## config.mk

```make
export PLATFORM = sky130hd
export DESIGN_NAME = pep_ks_res_cmd_sched
export DESIGN_NICKNAME = d
export VERILOG_FILES = /design/src/rtl/pep_ks_common_param_pkg.sv /design/src/rtl/fifo_reg.sv /design/src/rtl/pep_ks_res_cmd_sched.sv
export SDC_FILE = /design/constraint.sdc
export NUM_CORES = 1
export LEC_CHECK = 0
export CORE_AREA = 2 2 68 70
export DETAILED_ROUTE_END_ITERATION = 12
export DIE_AREA = 0 0 70 72
export PLACE_DENSITY = 0.81
export SETUP_SLACK_MARGIN = 0.5
export SYNTH_ARGS = -nofsm -noshare
export SYNTH_HDL_FRONTEND = slang
export SYNTH_SLANG_ARGS = --single-unit
```

## constraint.sdc

```tcl
create_clock -name clk -period 4.65 [get_ports clk]
set_clock_uncertainty 0.05 [all_clocks]
set_input_delay 0.93 -clock clk [delete_from_list [all_inputs] [get_ports clk]]
set_output_delay 0.93 -clock clk [all_outputs]
set_load 0.01 [all_outputs]
```

## src/rtl/pep_ks_common_param_pkg.sv

```systemverilog
// Shared key-switch parameters and command type, plus the result-command
// scheduler state encoding.
package pep_ks_common_param_pkg;

  localparam int unsigned LBX             = 3;
  localparam int unsigned KS_BLOCK_COL_NB = 8;
  localparam int unsigned KS_BLOCK_COL_W  = $clog2(KS_BLOCK_COL_NB);
  localparam int unsigned KS_LOOP_W       = 8;
  localparam int unsigned PID_W           = 4;

  typedef struct packed {
    logic [KS_LOOP_W-1:0] ks_loop;
    logic [PID_W-1:0]     wp;
    logic [PID_W-1:0]     rp;
  } ks_cmd_t;

  localparam int unsigned KS_CMD_W = $bits(ks_cmd_t);

  typedef enum logic [1:0] {
    IDLE,
    ISSUE,
    FLUSH
  } sched_state_e;

  function automatic logic [KS_LOOP_W-1:0] col_to_ks_loop(input logic [KS_BLOCK_COL_W-1:0] col);
    return KS_LOOP_W'(col) * KS_LOOP_W'(LBX);
  endfunction

endpackage

```

## src/rtl/fifo_reg.sv

```systemverilog
// Small register-based FIFO with valid/ready on both sides and a synchronous
// clear that overrides any push or pop in its cycle.
module fifo_reg #(
  parameter int unsigned WIDTH = 8,
  parameter int unsigned DEPTH = 2
) (
  input  logic             clk,
  input  logic             a_rst,
  input  logic             clr,
  input  logic [WIDTH-1:0] in_data,
  input  logic             in_vld,
  output logic             in_rdy,
  output logic [WIDTH-1:0] out_data,
  output logic             out_vld,
  input  logic             out_rdy
);

  localparam int unsigned PTR_W = (DEPTH > 1) ? $clog2(DEPTH) : 1;
  localparam int unsigned CNT_W = $clog2(DEPTH + 1);

  logic [WIDTH-1:0] mem_q [DEPTH];
  logic [WIDTH-1:0] mem_d [DEPTH];
  logic [PTR_W-1:0] wr_ptr_q, wr_ptr_d;
  logic [PTR_W-1:0] rd_ptr_q, rd_ptr_d;
  logic [CNT_W-1:0] cnt_q, cnt_d;
  logic             push, pop;

  function automatic logic [PTR_W-1:0] ptr_inc(input logic [PTR_W-1:0] p);
    return (p == PTR_W'(DEPTH - 1)) ? '0 : p + 1'b1;
  endfunction

  assign in_rdy   = (cnt_q != CNT_W'(DEPTH));
  assign out_vld  = (cnt_q != '0);
  assign out_data = mem_q[rd_ptr_q];

  always_comb begin
    push     = in_vld & in_rdy & ~clr;
    pop      = out_vld & out_rdy & ~clr;
    mem_d    = mem_q;
    wr_ptr_d = wr_ptr_q;
    rd_ptr_d = rd_ptr_q;
    cnt_d    = cnt_q;
    if (clr) begin
      wr_ptr_d = '0;
      rd_ptr_d = '0;
      cnt_d    = '0;
    end else begin
      if (push) begin
        mem_d[wr_ptr_q] = in_data;
        wr_ptr_d        = ptr_inc(wr_ptr_q);
      end
      if (pop) rd_ptr_d = ptr_inc(rd_ptr_q);
      cnt_d = cnt_q + CNT_W'(push) - CNT_W'(pop);
    end
  end

  always_ff @(posedge clk or posedge a_rst) begin
    if (a_rst) begin
      mem_q    <= '{default: '0};
      wr_ptr_q <= '0;
      rd_ptr_q <= '0;
      cnt_q    <= '0;
    end else begin
      mem_q    <= mem_d;
      wr_ptr_q <= wr_ptr_d;
      rd_ptr_q <= rd_ptr_d;
      cnt_q    <= cnt_d;
    end
  end

endmodule

```

## src/rtl/pep_ks_res_cmd_sched.sv

```systemverilog
// Expands per-batch (wp, rp) commands into per-column result commands under
// credit flow control. Define PEP_KS_RES_SCHED_STATS_EN for issue/stall counters.
module pep_ks_res_cmd_sched
  import pep_ks_common_param_pkg::*;
#(
  parameter int unsigned CREDIT_NB        = 4,
  parameter int unsigned BATCH_FIFO_DEPTH = 2
) (
  input  logic                clk,
  input  logic                a_rst,
  input  logic [KS_CMD_W-1:0] batch_cmd,
  input  logic                batch_cmd_vld,
  output logic                batch_cmd_rdy,
  output logic [KS_CMD_W-1:0] res_cmd,
  output logic                res_cmd_vld,
  input  logic                res_cmd_rdy,
  input  logic                res_col_done,
  input  logic                reset_cache,
  output logic                credit_err,
  output logic                busy
`ifdef PEP_KS_RES_SCHED_STATS_EN
  ,
  output logic [31:0]         stat_cmd_cnt,
  output logic [31:0]         stat_stall_cnt
`endif
);

  localparam int unsigned CREDIT_W = $clog2(CREDIT_NB + 1);
  localparam int unsigned FIFO_W   = 2 * PID_W;

  sched_state_e              state_q, state_d;
  logic [KS_BLOCK_COL_W-1:0] col_q, col_d;
  logic [CREDIT_W-1:0]       credit_q, credit_d;
  logic                      err_q, err_d;
  ks_cmd_t                   cmd_q, cmd_d;

  ks_cmd_t                   batch_in;
  ks_cmd_t                   load_cmd;
  logic [KS_LOOP_W-1:0]      unused_batch_ks_loop;
  logic [FIFO_W-1:0]         fifo_out_data;
  logic                      fifo_out_vld, fifo_in_rdy, fifo_pop, fifo_clr, fifo_in_vld;
  logic                      in_issue, cmd_hs, last_col, credit_full;

  assign batch_in             = batch_cmd;
  assign unused_batch_ks_loop = batch_in.ks_loop;

  // The FIFO is cleared in the reset_cache cycle as well, so any push accepted
  // alongside the flush request is discarded together with the queued batches.
  assign fifo_clr    = reset_cache | (state_q == FLUSH);
  assign fifo_in_vld = batch_cmd_vld & (state_q != FLUSH);

  fifo_reg #(
    .WIDTH (FIFO_W),
    .DEPTH (BATCH_FIFO_DEPTH)
  ) u_batch_fifo (
    .clk      (clk),
    .a_rst    (a_rst),
    .clr      (fifo_clr),
    .in_data  ({batch_in.wp, batch_in.rp}),
    .in_vld   (fifo_in_vld),
    .in_rdy   (fifo_in_rdy),
    .out_data (fifo_out_data),
    .out_vld  (fifo_out_vld),
    .out_rdy  (fifo_pop)
  );

  assign in_issue      = (state_q == ISSUE);
  assign res_cmd_vld   = in_issue & (credit_q != '0);
  assign cmd_hs        = res_cmd_vld & res_cmd_rdy & ~reset_cache;
  assign last_col      = (col_q == KS_BLOCK_COL_W'(KS_BLOCK_COL_NB - 1));
  assign credit_full   = (credit_q == CREDIT_W'(CREDIT_NB));
  assign batch_cmd_rdy = fifo_in_rdy & (state_q != FLUSH) & ~a_rst;
  assign res_cmd       = cmd_q;
  assign credit_err    = err_q;
  assign busy          = (state_q != IDLE) | ~credit_full | fifo_out_vld;

  always_comb begin
    load_cmd    = '0;
    load_cmd.wp = fifo_out_data[FIFO_W-1:PID_W];
    load_cmd.rp = fifo_out_data[PID_W-1:0];
  end

  always_comb begin
    state_d  = state_q;
    col_d    = col_q;
    credit_d = credit_q;
    err_d    = err_q;
    cmd_d    = cmd_q;
    fifo_pop = 1'b0;
    if (reset_cache) begin
      state_d = FLUSH;
    end else begin
      case (state_q)
        IDLE: begin
          if (fifo_out_vld) begin
            fifo_pop = 1'b1;
            cmd_d    = load_cmd;
            col_d    = '0;
            state_d  = ISSUE;
          end
        end
        ISSUE: begin
          if (cmd_hs) begin
            if (!last_col) begin
              col_d         = col_q + 1'b1;
              cmd_d.ks_loop = col_to_ks_loop(col_q + 1'b1);
            end else if (fifo_out_vld) begin
              fifo_pop = 1'b1;
              cmd_d    = load_cmd;
              col_d    = '0;
            end else begin
              col_d   = '0;
              state_d = IDLE;
            end
          end
        end
        FLUSH: begin
          state_d  = IDLE;
          col_d    = '0;
          credit_d = CREDIT_W'(CREDIT_NB);
          cmd_d    = '0;
        end
        default: state_d = IDLE;
      endcase
      // A spurious return at full credit flags the error even when it
      // coincides with an issue; the counter itself then stays unchanged.
      if (state_q != FLUSH) begin
        if (res_col_done && credit_full) err_d = 1'b1;
        if (cmd_hs && !res_col_done) credit_d = credit_q - 1'b1;
        else if (!cmd_hs && res_col_done && !credit_full) credit_d = credit_q + 1'b1;
      end
    end
  end

  always_ff @(posedge clk or posedge a_rst) begin
    if (a_rst) begin
      state_q  <= IDLE;
      col_q    <= '0;
      credit_q <= CREDIT_W'(CREDIT_NB);
      err_q    <= 1'b0;
      cmd_q    <= '0;
    end else begin
      state_q  <= state_d;
      col_q    <= col_d;
      credit_q <= credit_d;
      err_q    <= err_d;
      cmd_q    <= cmd_d;
    end
  end

`ifdef PEP_KS_RES_SCHED_STATS_EN
  logic [31:0] stat_cmd_q, stat_cmd_d, stat_stall_q, stat_stall_d;

  always_comb begin
    stat_cmd_d   = stat_cmd_q + 32'(cmd_hs);
    stat_stall_d = stat_stall_q + 32'(in_issue && (credit_q == '0));
  end

  always_ff @(posedge clk or posedge a_rst) begin
    if (a_rst) begin
      stat_cmd_q   <= '0;
      stat_stall_q <= '0;
    end else begin
      stat_cmd_q   <= stat_cmd_d;
      stat_stall_q <= stat_stall_d;
    end
  end

  assign stat_cmd_cnt   = stat_cmd_q;
  assign stat_stall_cnt = stat_stall_q;
`endif

endmodule

```

==> reports/qor.csv, run 1 <==
stage,metric,value,unit
run_status,outcome,"finished, final reports clean",
sta,Hold Fails Final Rpt,0,
layout,# fillers,348,
setup_path,Worst EP arrival,2.17,ns
yosys,register area share after synthesis,49.0,%
placed_design,Routability Congestion,0.783,
sta,setup violators final,0,
global_routing,initial antenna violation count,0,
layout,final non-filler cell total,291,
yosys,warning count from the yosys run,0,
sta,fin crit period,3.15,ns
clock_network,clk_lat worst skew,0.30,ns
yosys,Post-Syn Instances,202,
layout,Area growth syn-to-layout,20.4,%
pwr,maximum vdd drop,0.185,mV
clock_network,clk sinks,45,
layout,fraction of layout cells with a size suffix above 1,12.6,%
global_routing,vias in the first global route,1629,
clock_network,cts hold-fix bufs,0,
yosys,post-synthesis cell area,0.00230,mm²
setup_path,Setup crit end kind,output pin,
floorplanning,die footprint,0.00504,mm²
layout,# diodes,0,
global_routing,Congestion Overflow GR,0,
sta,Slew Limit Fails,0,
yosys,Async SR Flop Fraction,100,%
yosys,Synth Area per Inst,11.4,µm²
floorplanning,overall die width,70,µm
yosys,top-count cell post-synth,dfrtp_1,
layout,cell area after layout,0.00277,mm²
sta,Max transition margin,48.5,%
clock_network,clock tree root driver cell,clkbuf_8,
sta,Final period util,67.8,%
sta,f_max,0.317,GHz
clock_network,clock buffer depth,2,
yosys,Post-synth top flop,dfrtp_1,
global_routing,first-pass GRT wire length,7.61,mm
clock_network,Post-CTS Setup Inserts,0,
detailed_routing,number of DRC markers in iteration 0,66,
detailed_routing,drt wl/cell,15.0,µm
sta,RSZ-0062 raised after global routing,false,
yosys,Yosys reg bits,45,
hold_path,type of the worst min-delay path,reg -> reg,
clock_network,CTS HTree Levels,2,
yosys,post-synth top area share,47.9,%
placed_design,Post-DP Area,0.00268,mm²
pwr,P per Cell Area,320,mW/mm²
clock_network,# resized after CTS,0,
floorplanning,Core Area,0.00426,mm²
clock_network,TritonCTS Buffers,5,
detailed_routing,vias per inst,5.59,
sta,Hold Slack,0.422,ns
floorplanning,Initial Util,54.0,%
setup_path,CP max FO,2,
yosys,number of distinct library cells after synthesis,42,
setup_path,kind of critical path,in -> out,
placed_design,Post-Place Cells,283,
sta,Setup TNS,0,ns
yosys,Synth area leaders,"dfrtp_1, mux2_2, ha_1, o2bb2ai_1, mux2i_1",
clock_network,"Reg clk slew, reported paths",0.08,ns
floorplanning,Rows,24,
detailed_routing,DRT Wirelength,4.37,mm
detailed_routing,DRC violations left,0,
global_routing,largest net degree at the start of global routing,46,
sta,Least-Margin Pin Slew,0.766,ns
pwr,total power,0.886,mW
yosys,synthesized net count,239,
global_routing,Tot GR Track Use,19.2,%
pwr,Pleak,1.24,nW
placed_design,port buffer count,33,
clock_network,CTS tree,done,
layout,register area,0.00113,mm²
yosys,post-synth top area cell,dfrtp_1,
setup_path,required time worst endpoint,3.67,ns
yosys,"EDFF count, synth",0,
floorplanning,IO Pins,42,
layout,multi-input logic area,0.00110,mm²
detailed_routing,DRT antenna net count,0,
layout,fin nets,275,
job,max_cap viols,0,
floorplanning,Die Height,72,µm
detailed_routing,DRT Pass-1 Iters,4,
setup_path,crit path launch type,primary input,
detailed_routing,via total after detailed routing,1626,
yosys,"top cells by count, synth","dfrtp_1, mux2_2, ha_1, inv_1, o2bb2ai_1",
placed_design,post-detail-place hpwl,3.11,mm
==> cell usage in the layout (no fill, tap or decap), types with 2 or more instances in the layout <==
| cell type | synthesis | layout |
|---|---|---|
| dfrtp_1 | 44 | 44 |
| clkdlybuf4s50_1 | 0 | 33 |
| mux2_2 | 18 | 18 |
| ha_1 | 14 | 14 |
| inv_1 | 14 | 13 |
| o2bb2ai_1 | 13 | 13 |
| nor2_1 | 11 | 11 |
| nand2_1 | 9 | 9 |
| mux2i_1 | 9 | 9 |
| and2_1 | 6 | 6 |
| nand3_1 | 5 | 5 |
| o21ai_0 | 5 | 5 |
| clkbuf_8 | 0 | 5 |
| nand4_1 | 4 | 4 |
| nand2b_1 | 4 | 4 |
| nor3_1 | 4 | 4 |
| xnor2_1 | 4 | 4 |
| nor2b_1 | 3 | 3 |
| a21oi_1 | 3 | 3 |
| a211o_1 | 2 | 2 |
| xor2_1 | 2 | 2 |
| and3_1 | 2 | 2 |
| o211ai_1 | 2 | 2 |
| a2bb2oi_1 | 2 | 2 |
==> worst max-delay path, cell delays in order <==
cell and delay (ns):
clkdlybuf4s50_1 0.46, clkinv_1 0.11, and3_1 0.19, clkdlybuf4s50_1 0.48
==> logic make-up after synthesis <==
kind of cell             synth area share, %
AO/OA/AOI/OAI                           12.3
AND/OR/NAND/NOR                         11.9
buffers and inverters                   3.26
multiplexers                            12.7
adder cells (fa/ha/maj)                 8.48
flip-flops                              49.0
XOR/XNOR                                2.28
==> where the power goes <==
part	leakage, nW	internal, mW	switching [mW]
clock network	0.0445	0.107	0.137
logic	0.603	0.0912	0.0885
registers	0.593	0.437	0.0264
total	1.24	0.634	0.252
==> sequential cells by signal (all words and copies together) (netlist names) <==
| signal | cells |
|---|---|
| credit_q | 3 |
| col_q | 3 |
| u_batch_fifo.rd_ptr_q | 1 |
| u_batch_fifo.cnt_q | 2 |
| state_q | 2 |
| res_cmd | 16 |
| credit_err | 1 |
| u_batch_fifo.mem_q | 16 |
| u_batch_fifo.wr_ptr_q | 1 |
==> worst paths after layout <==
kind                                          from  slack [ns]  cells past startpoint                         endpoint
setup / recovery                             a_rst        1.50                      4                    batch_cmd_rdy
setup reg to reg           credit_q[0]$_DFFE_PP0N_        2.24                     11  u_batch_fifo.cnt_q[1]$_DFF_PP0_
min in group asynchronous                    a_rst        1.08                      3          res_cmd[13]$_DFFE_PP0P_
hold reg to reg             credit_err$_DFFE_PP0P_        0.42                      1           credit_err$_DFFE_PP0P_
hold / removal              credit_err$_DFFE_PP0P_        0.42                      1           credit_err$_DFFE_PP0P_
max in group asynchronous                    a_rst        3.08                      3          credit_q[2]$_DFFE_PP1N_
==> layout make-up <==
cell class                      count  share of cell area, %
Clock inverter                      3                  0.767
Clock buffer                        5                   2.48
Timing Repair Buffer               34                   12.2
Sequential cell                    45                   40.7
Tap cell                           52                   2.35
Inverter                           14                   1.90
Multi-Input combinational cell    138                   39.6
==> metal layers <==
metal	vias to the layer above	track usage (%)	part of all wire, %
met3	4	4.44	3.8
met1	790	23.7	46
li1	797	-	-
met2	35	33.1	49
met5	-	0	0
met4	0	7.05	1.4
==> per-stage QoR <==
step | util (%) | worst slack, ns
after floorplan | - | 1.44
after global placement | 62.9 | 1.41
after detailed placement | 62.9 | 1.36
after CTS | 65.0 | 1.49
after global routing | 65.0 | 1.43
final | 65.0 | 1.50
Note: power is estimated with default switching activity, not from simulation.
==> run 2, diff against run 1 <==
--- a/config.mk
+++ b/config.mk
@@ -5,10 +5,10 @@
 export SDC_FILE = /design/constraint.sdc
 export NUM_CORES = 1
 export LEC_CHECK = 0
-export CORE_AREA = 2 2 68 70
+export CORE_AREA = 2 2 73 75
 export DETAILED_ROUTE_END_ITERATION = 12
-export DIE_AREA = 0 0 70 72
-export PLACE_DENSITY = 0.81
+export DIE_AREA = 0 0 75 77
+export PLACE_DENSITY = 0.75
 export SETUP_SLACK_MARGIN = 0.5
 export SYNTH_ARGS = -nofsm -noshare
 export SYNTH_HDL_FRONTEND = slang
==> constraint.sdc (replaced) <==
create_clock -name clk -period 2.5 [get_ports clk]
set_clock_uncertainty 0.05 [all_clocks]
set_input_delay 0.5 -clock clk [delete_from_list [all_inputs] [get_ports clk]]
set_output_delay 0.5 -clock clk [all_outputs]
set_load 0.01 [all_outputs]
==> reports/qor.csv, run 2 (synthesis gave the netlist of run 1 again) <==
stage,metric,value,unit
floorplanning,overall die width,75,µm
layout,fraction of layout cells with a size suffix above 1,32.0,%
pwr,Pleak,1.44,nW
clock_network,clk_lat worst skew,0.30,ns
sta,Hold Fails Final Rpt,0,
detailed_routing,routed wl met3,153,µm
detailed_routing,metal2 WL,2.60,mm
detailed_routing,DRT Pass-1 Iters,4,
pwr,total power,1.93,mW
sta,setup violators final,0,
floorplanning,Initial Util,46.2,%
setup_path,Setup crit end kind,flip-flop,
clock_network,TritonCTS Buffers,5,
setup_path,CP max FO,4,
sta,Setup TNS,0,ns
global_routing,Congestion Overflow GR,0,
global_routing,largest net degree at the start of global routing,46,
layout,# diodes,0,
placed_design,Post-DP Area,0.00283,mm²
sta,f_max,0.484,GHz
detailed_routing,vias per inst,5.35,
layout,most frequent cells in the layout,"dfrtp_1, buf_4, clkdlybuf4s50_1, mux2_2, o2bb2ai_1",
setup_path,crit path cell chain,inv_2 > ha_4 > or2_4 > nor3_2 > ha_1 > inv_1 > ha_2 > xor2_1 > xnor2_1 > nor2_1,
run_status,outcome,"finished, final reports clean",
detailed_routing,DRT met1 WL,2.21,mm
sta,Slew Limit Fails,0,
clock_network,cts hold-fix bufs,0,
setup_path,required time worst endpoint,2.65,ns
pwr,P per Cell Area,604,mW/mm²
clock_network,clock buffer depth,2,
detailed_routing,DRC violations left,0,
floorplanning,die footprint,0.00578,mm²
layout,Area growth syn-to-layout,39.0,%
detailed_routing,via total after detailed routing,1813,
clock_network,"Reg clk slew, reported paths",0.09,ns
layout,final non-filler cell total,339,
setup_path,Worst EP arrival,2.22,ns
hold_path,type of the worst min-delay path,reg -> reg,
placed_design,port buffer count,33,
detailed_routing,DRT antenna net count,0,
setup_path,crit path launch type,flip-flop,
clock_network,clock tree root driver cell,clkbuf_8,
job,max_cap viols,0,
placed_design,Routability Congestion,0.804,
sta,Final period util,82.7,%
sta,Least-Margin Pin Slew,0.564,ns
floorplanning,Core Area,0.00498,mm²
setup_path,kind of critical path,reg -> reg,
detailed_routing,drt wl/cell,14.9,µm
floorplanning,Die Height,77,µm
layout,cell area after layout,0.00320,mm²
pwr,maximum vdd drop,0.337,mV
layout,fin util,64.3,%
floorplanning,Rows,26,
placed_design,post-detail-place hpwl,3.25,mm
floorplanning,IO Pins,42,
clock_network,CTS tree,done,
global_routing,initial antenna violation count,0,
layout,"commonest non-fill, non-tap cell in the layout",dfrtp_1,
sta,fin crit period,2.07,ns
sta,Max transition margin,62.4,%
setup_path,CP peak stage delay,0.44,ns
detailed_routing,number of DRC markers in iteration 0,81,
global_routing,Tot GR Track Use,18.6,%
clock_network,clk sinks,45,
global_routing,first-pass GRT wire length,8.38,mm
sta,RSZ-0062 raised after global routing,true,
placed_design,Post-Place Cells,311,
setup_path,CP max-delay cell,dfrtp_1,
global_routing,vias in the first global route,1814,
layout,fin nets,305,
clock_network,CTS HTree Levels,2,
detailed_routing,DRT Wirelength,5.05,mm
detailed_routing,uppermost layer routed,met4,
## run 2: cell types whose count changed in the layout (fill, tap and decap cells not counted), moves of 2 or more
cell | previous run | this run
buf_4 | 1 | 29
ha_1 | 14 | 7
clkdlybuf4s50_1 | 33 | 27
ha_4 | 0 | 6
inv_1 | 13 | 9
dlygate4sd2_1 | 0 | 3
inv_2 | 0 | 3
buf_6 | 0 | 2
clkbuf_2 | 0 | 2
nand3_1 | 5 | 3
nand3_2 | 0 | 2
## run 2: cell type report
type,count,area [µm²]
fillers,402,1780
multi-input cells,138,1250
flip-flops and latches,45,1130
repair buffers,64,557
well taps,70,87.6
clock buffers,6,72.6
inverters,14,61.3
clock inverters,2,38.8
## run 2: critical path: cells and delay by family (launching register included)
kind	cells	cell delay (ns)
adders and majority gates	3	0.59
DFF	1	0.44
and+or+nand+nor	3	0.42
xor gates and xnor gates	2	0.31
buffers and inverters	2	0.15
## run 2: routing by layer
layer	GRT usage, %	vias up
met2	29.9	41
met4	6.25	0
met1	25.4	902
li1	-	861
met5	0	-
met3	2.89	9
## run 2: final timing paths
kind / startpoint / to / slack, ns / cells after the start
max in group asynchronous: a_rst / col_q[0]$_DFFE_PP0P_ / 1.45 / 3
hold / removal: credit_err$_DFFE_PP0P_ / credit_err$_DFFE_PP0P_ / 0.42 / 1
setup reg to reg: state_q[0]$_DFFE_PP0P_ / u_batch_fifo.cnt_q[1]$_DFF_PP0_ / 0.43 / 10
hold reg to reg: credit_err$_DFFE_PP0P_ / credit_err$_DFFE_PP0P_ / 0.42 / 1
min in group asynchronous: a_rst / u_batch_fifo.mem_q[13]$_DFFE_PP0P_ / 0.53 / 3
setup / recovery: state_q[0]$_DFFE_PP0P_ / u_batch_fifo.cnt_q[1]$_DFF_PP0_ / 0.43 / 10
## run 2: per-stage QoR
stage	setup WS [ns]	hold slack (ns)
after floorplan	0.442	0.429
after global routing	0.347	0.452
final	0.432	0.423
after CTS	0.418	0.423
after global placement	0.0409	0.398
after detailed placement	0.0106	0.402
## run 2: power breakdown
| part | switching, mW | internal, mW |
|---|---|---|
| logic | 0.234 | 0.290 |
| registers | 0.0448 | 0.812 |
| clock network | 0.250 | 0.300 |
| total | 0.529 | 1.40 |
## run 2: what timing repair did
| action | CTS | global route |
|---|---|---|
| setup endpoints to repair | 23 | 40 |
| cloned | 0 | 0 |
| gates resized for setup | 20 | 16 |
| setup buffers | 16 | 4 |
| pin swaps | 8 | 4 |
==> run 3, diff against run 2 <==
==> constraint.sdc (replaced) <==
create_clock -name clk -period 1.9 [get_ports clk]
set_clock_uncertainty 0.05 [all_clocks]
set_input_delay 0.38 -clock clk [delete_from_list [all_inputs] [get_ports clk]]
set_output_delay 0.38 -clock clk [all_outputs]
set_load 0.01 [all_outputs]
==> reports/qor.csv, run 3 (synthesis gave the netlist of run 1 again) <==
stage,metric,value,unit
sta,setup violators final,12,
global_routing,Tot GR Track Use,21.3,%
setup_path,crit path cell chain,inv_2 > ha_4 > or2_2 > nor3_2 > ha_1 > inv_2 > ha_4 > xor2_2 > xnor2_1 > nor2_1,
sta,RSZ-0062 raised after global routing,true,
global_routing,largest net degree at the start of global routing,46,
detailed_routing,DRC violations left,0,
detailed_routing,drt wl/cell,18.0,µm
clock_network,TritonCTS Buffers,5,
detailed_routing,via total after detailed routing,1956,
floorplanning,Die Height,77,µm
global_routing,vias in the first global route,1961,
setup_path,kind of critical path,reg -> reg,
clock_network,CTS HTree Levels,2,
floorplanning,Rows,26,
clock_network,clock tree root driver cell,clkbuf_8,
pwr,Pleak,1.74,nW
clock_network,clk_lat worst skew,0.31,ns
setup_path,CP peak stage delay,0.41,ns
sta,Least-Margin Pin Slew,0.575,ns
setup_path,Setup crit end kind,flip-flop,
placed_design,Routability Congestion,0.852,
sta,Hold Fails Final Rpt,0,
sta,final setup margin,-0.212,ns
sta,Max transition margin,61.6,%
job,max_cap viols,0,
global_routing,Congestion Overflow GR,0,
global_routing,first-pass GRT wire length,9.36,mm
layout,fin util,76.6,%
clock_network,clock buffer depth,2,
hold_path,type of the worst min-delay path,reg -> reg,
sta,Slew Limit Fails,0,
detailed_routing,DRT Wirelength,6.72,mm
floorplanning,Core Area,0.00498,mm²
floorplanning,IO Pins,42,
setup_path,Worst EP arrival,2.27,ns
layout,fraction of layout cells with a size suffix above 1,58.9,%
detailed_routing,vias per inst,5.23,
placed_design,post-placement setup slack,-0.491,ns
run_status,failing checks,setup timing,
layout,most frequent cells in the layout,"buf_4, dfrtp_1, buf_6, mux2_4",
sta,Final period util,111,%
global_routing,initial antenna violation count,0,
sta,f_max,0.474,GHz
clock_network,"Reg clk slew, reported paths",0.09,ns
sta,fin crit period,2.11,ns
detailed_routing,DRT Pass-1 Iters,4,
detailed_routing,DRT antenna net count,0,
setup_path,required time worst endpoint,2.05,ns
setup_path,CP max FO,2,
clock_network,clk sinks,45,
placed_design,Post-DP Area,0.00307,mm²
floorplanning,overall die width,75,µm
layout,Area growth syn-to-layout,65.6,%
layout,cell area after layout,0.00381,mm²
setup_path,CP max-delay cell,dfrtp_1,
run_status,outcome,"finished, violations left",
pwr,P per Cell Area,699,mW/mm²
pwr,maximum vdd drop,0.479,mV
detailed_routing,number of DRC markers in iteration 0,102,
placed_design,port buffer count,33,
floorplanning,Initial Util,46.2,%
layout,# diodes,0,
layout,fin nets,340,
setup_path,crit path launch type,flip-flop,
layout,"commonest non-fill, non-tap cell in the layout",buf_4,
floorplanning,die footprint,0.00578,mm²
placed_design,post-detail-place hpwl,3.61,mm
clock_network,CTS tree,done,
-- run 3: metal layers --
metal,track usage (%),up-vias,wire length (µm)
met5,0,-,0
met1,28.0,988,2950
met3,4.34,11,204
met4,6.96,0,111
met2,34.7,33,3450
li1,-,924,-
-- run 3: power by group --
group | internal, mW | switching [mW] | total (mW)
Combinational | 0.498 | 0.390 | 0.888
Clock | 0.268 | 0.371 | 0.639
Sequential | 1.07 | 0.0680 | 1.14
-- run 3: critical path, delay by kind of cell (launching register included) --
family / cells / cell delay (ns)
AND/OR/NAND/NOR: 3 / 0.50
XOR/XNOR: 2 / 0.30
flip-flops: 1 / 0.41
buffers and inverters: 2 / 0.16
adder cells (fa/ha/maj): 3 / 0.58
-- run 3: worst paths after layout --
path,to,from,cells past startpoint,slack (ns)
max in group asynchronous,res_cmd[10]$_DFFE_PP0P_,a_rst,3,0.86
worst min register to register,credit_err$_DFFE_PP0P_,credit_err$_DFFE_PP0P_,1,0.43
worst min-delay path,credit_err$_DFFE_PP0P_,credit_err$_DFFE_PP0P_,1,0.43
min in group asynchronous,res_cmd[6]$_DFFE_PP0P_,a_rst,3,0.54
worst max-delay path,u_batch_fifo.cnt_q[1]$_DFF_PP0_,state_q[0]$_DFFE_PP0P_,10,-0.21
worst max register to register,u_batch_fifo.cnt_q[1]$_DFF_PP0_,state_q[0]$_DFFE_PP0P_,10,-0.21
-- run 3: through the flow --
stage / hold slack [ns] / instances / TNS [ns] / power, mW
2_1_floorplan: 0.345 / 202 / -0.116 / 1.53
3_3_place_gp: 0.399 / 332 / -5.20 / 1.77
3_5_place_dp: 0.405 / 332 / -5.73 / 1.79
4_1_cts: 0.427 / 356 / -0.181 / 2.53
5_1_grt: 0.472 / 374 / -1.35 / 2.78
6_report: 0.433 / 374 / -0.653 / 2.66
-- run 3: layout make-up --
cell class                 instances  area (µm²)
multi-input combinational        138        1600
clock inverter                     3        25.0
inverter                          14        61.3
clock buffer                       5        68.8
fill                             302        1170
tap                               70        87.6
timing repair buffer              99         846
sequential                        45        1130
-- run 3: what timing repair did --
| action | in CTS | in global routing |
|---|---|---|
| hold buffers | 0 | 0 |
| endpoints found under the setup margin | 64 | 55 |
| setup buffers | 16 | 18 |
| pin swaps | 24 | 21 |
| gates resized for setup | 85 | 74 |
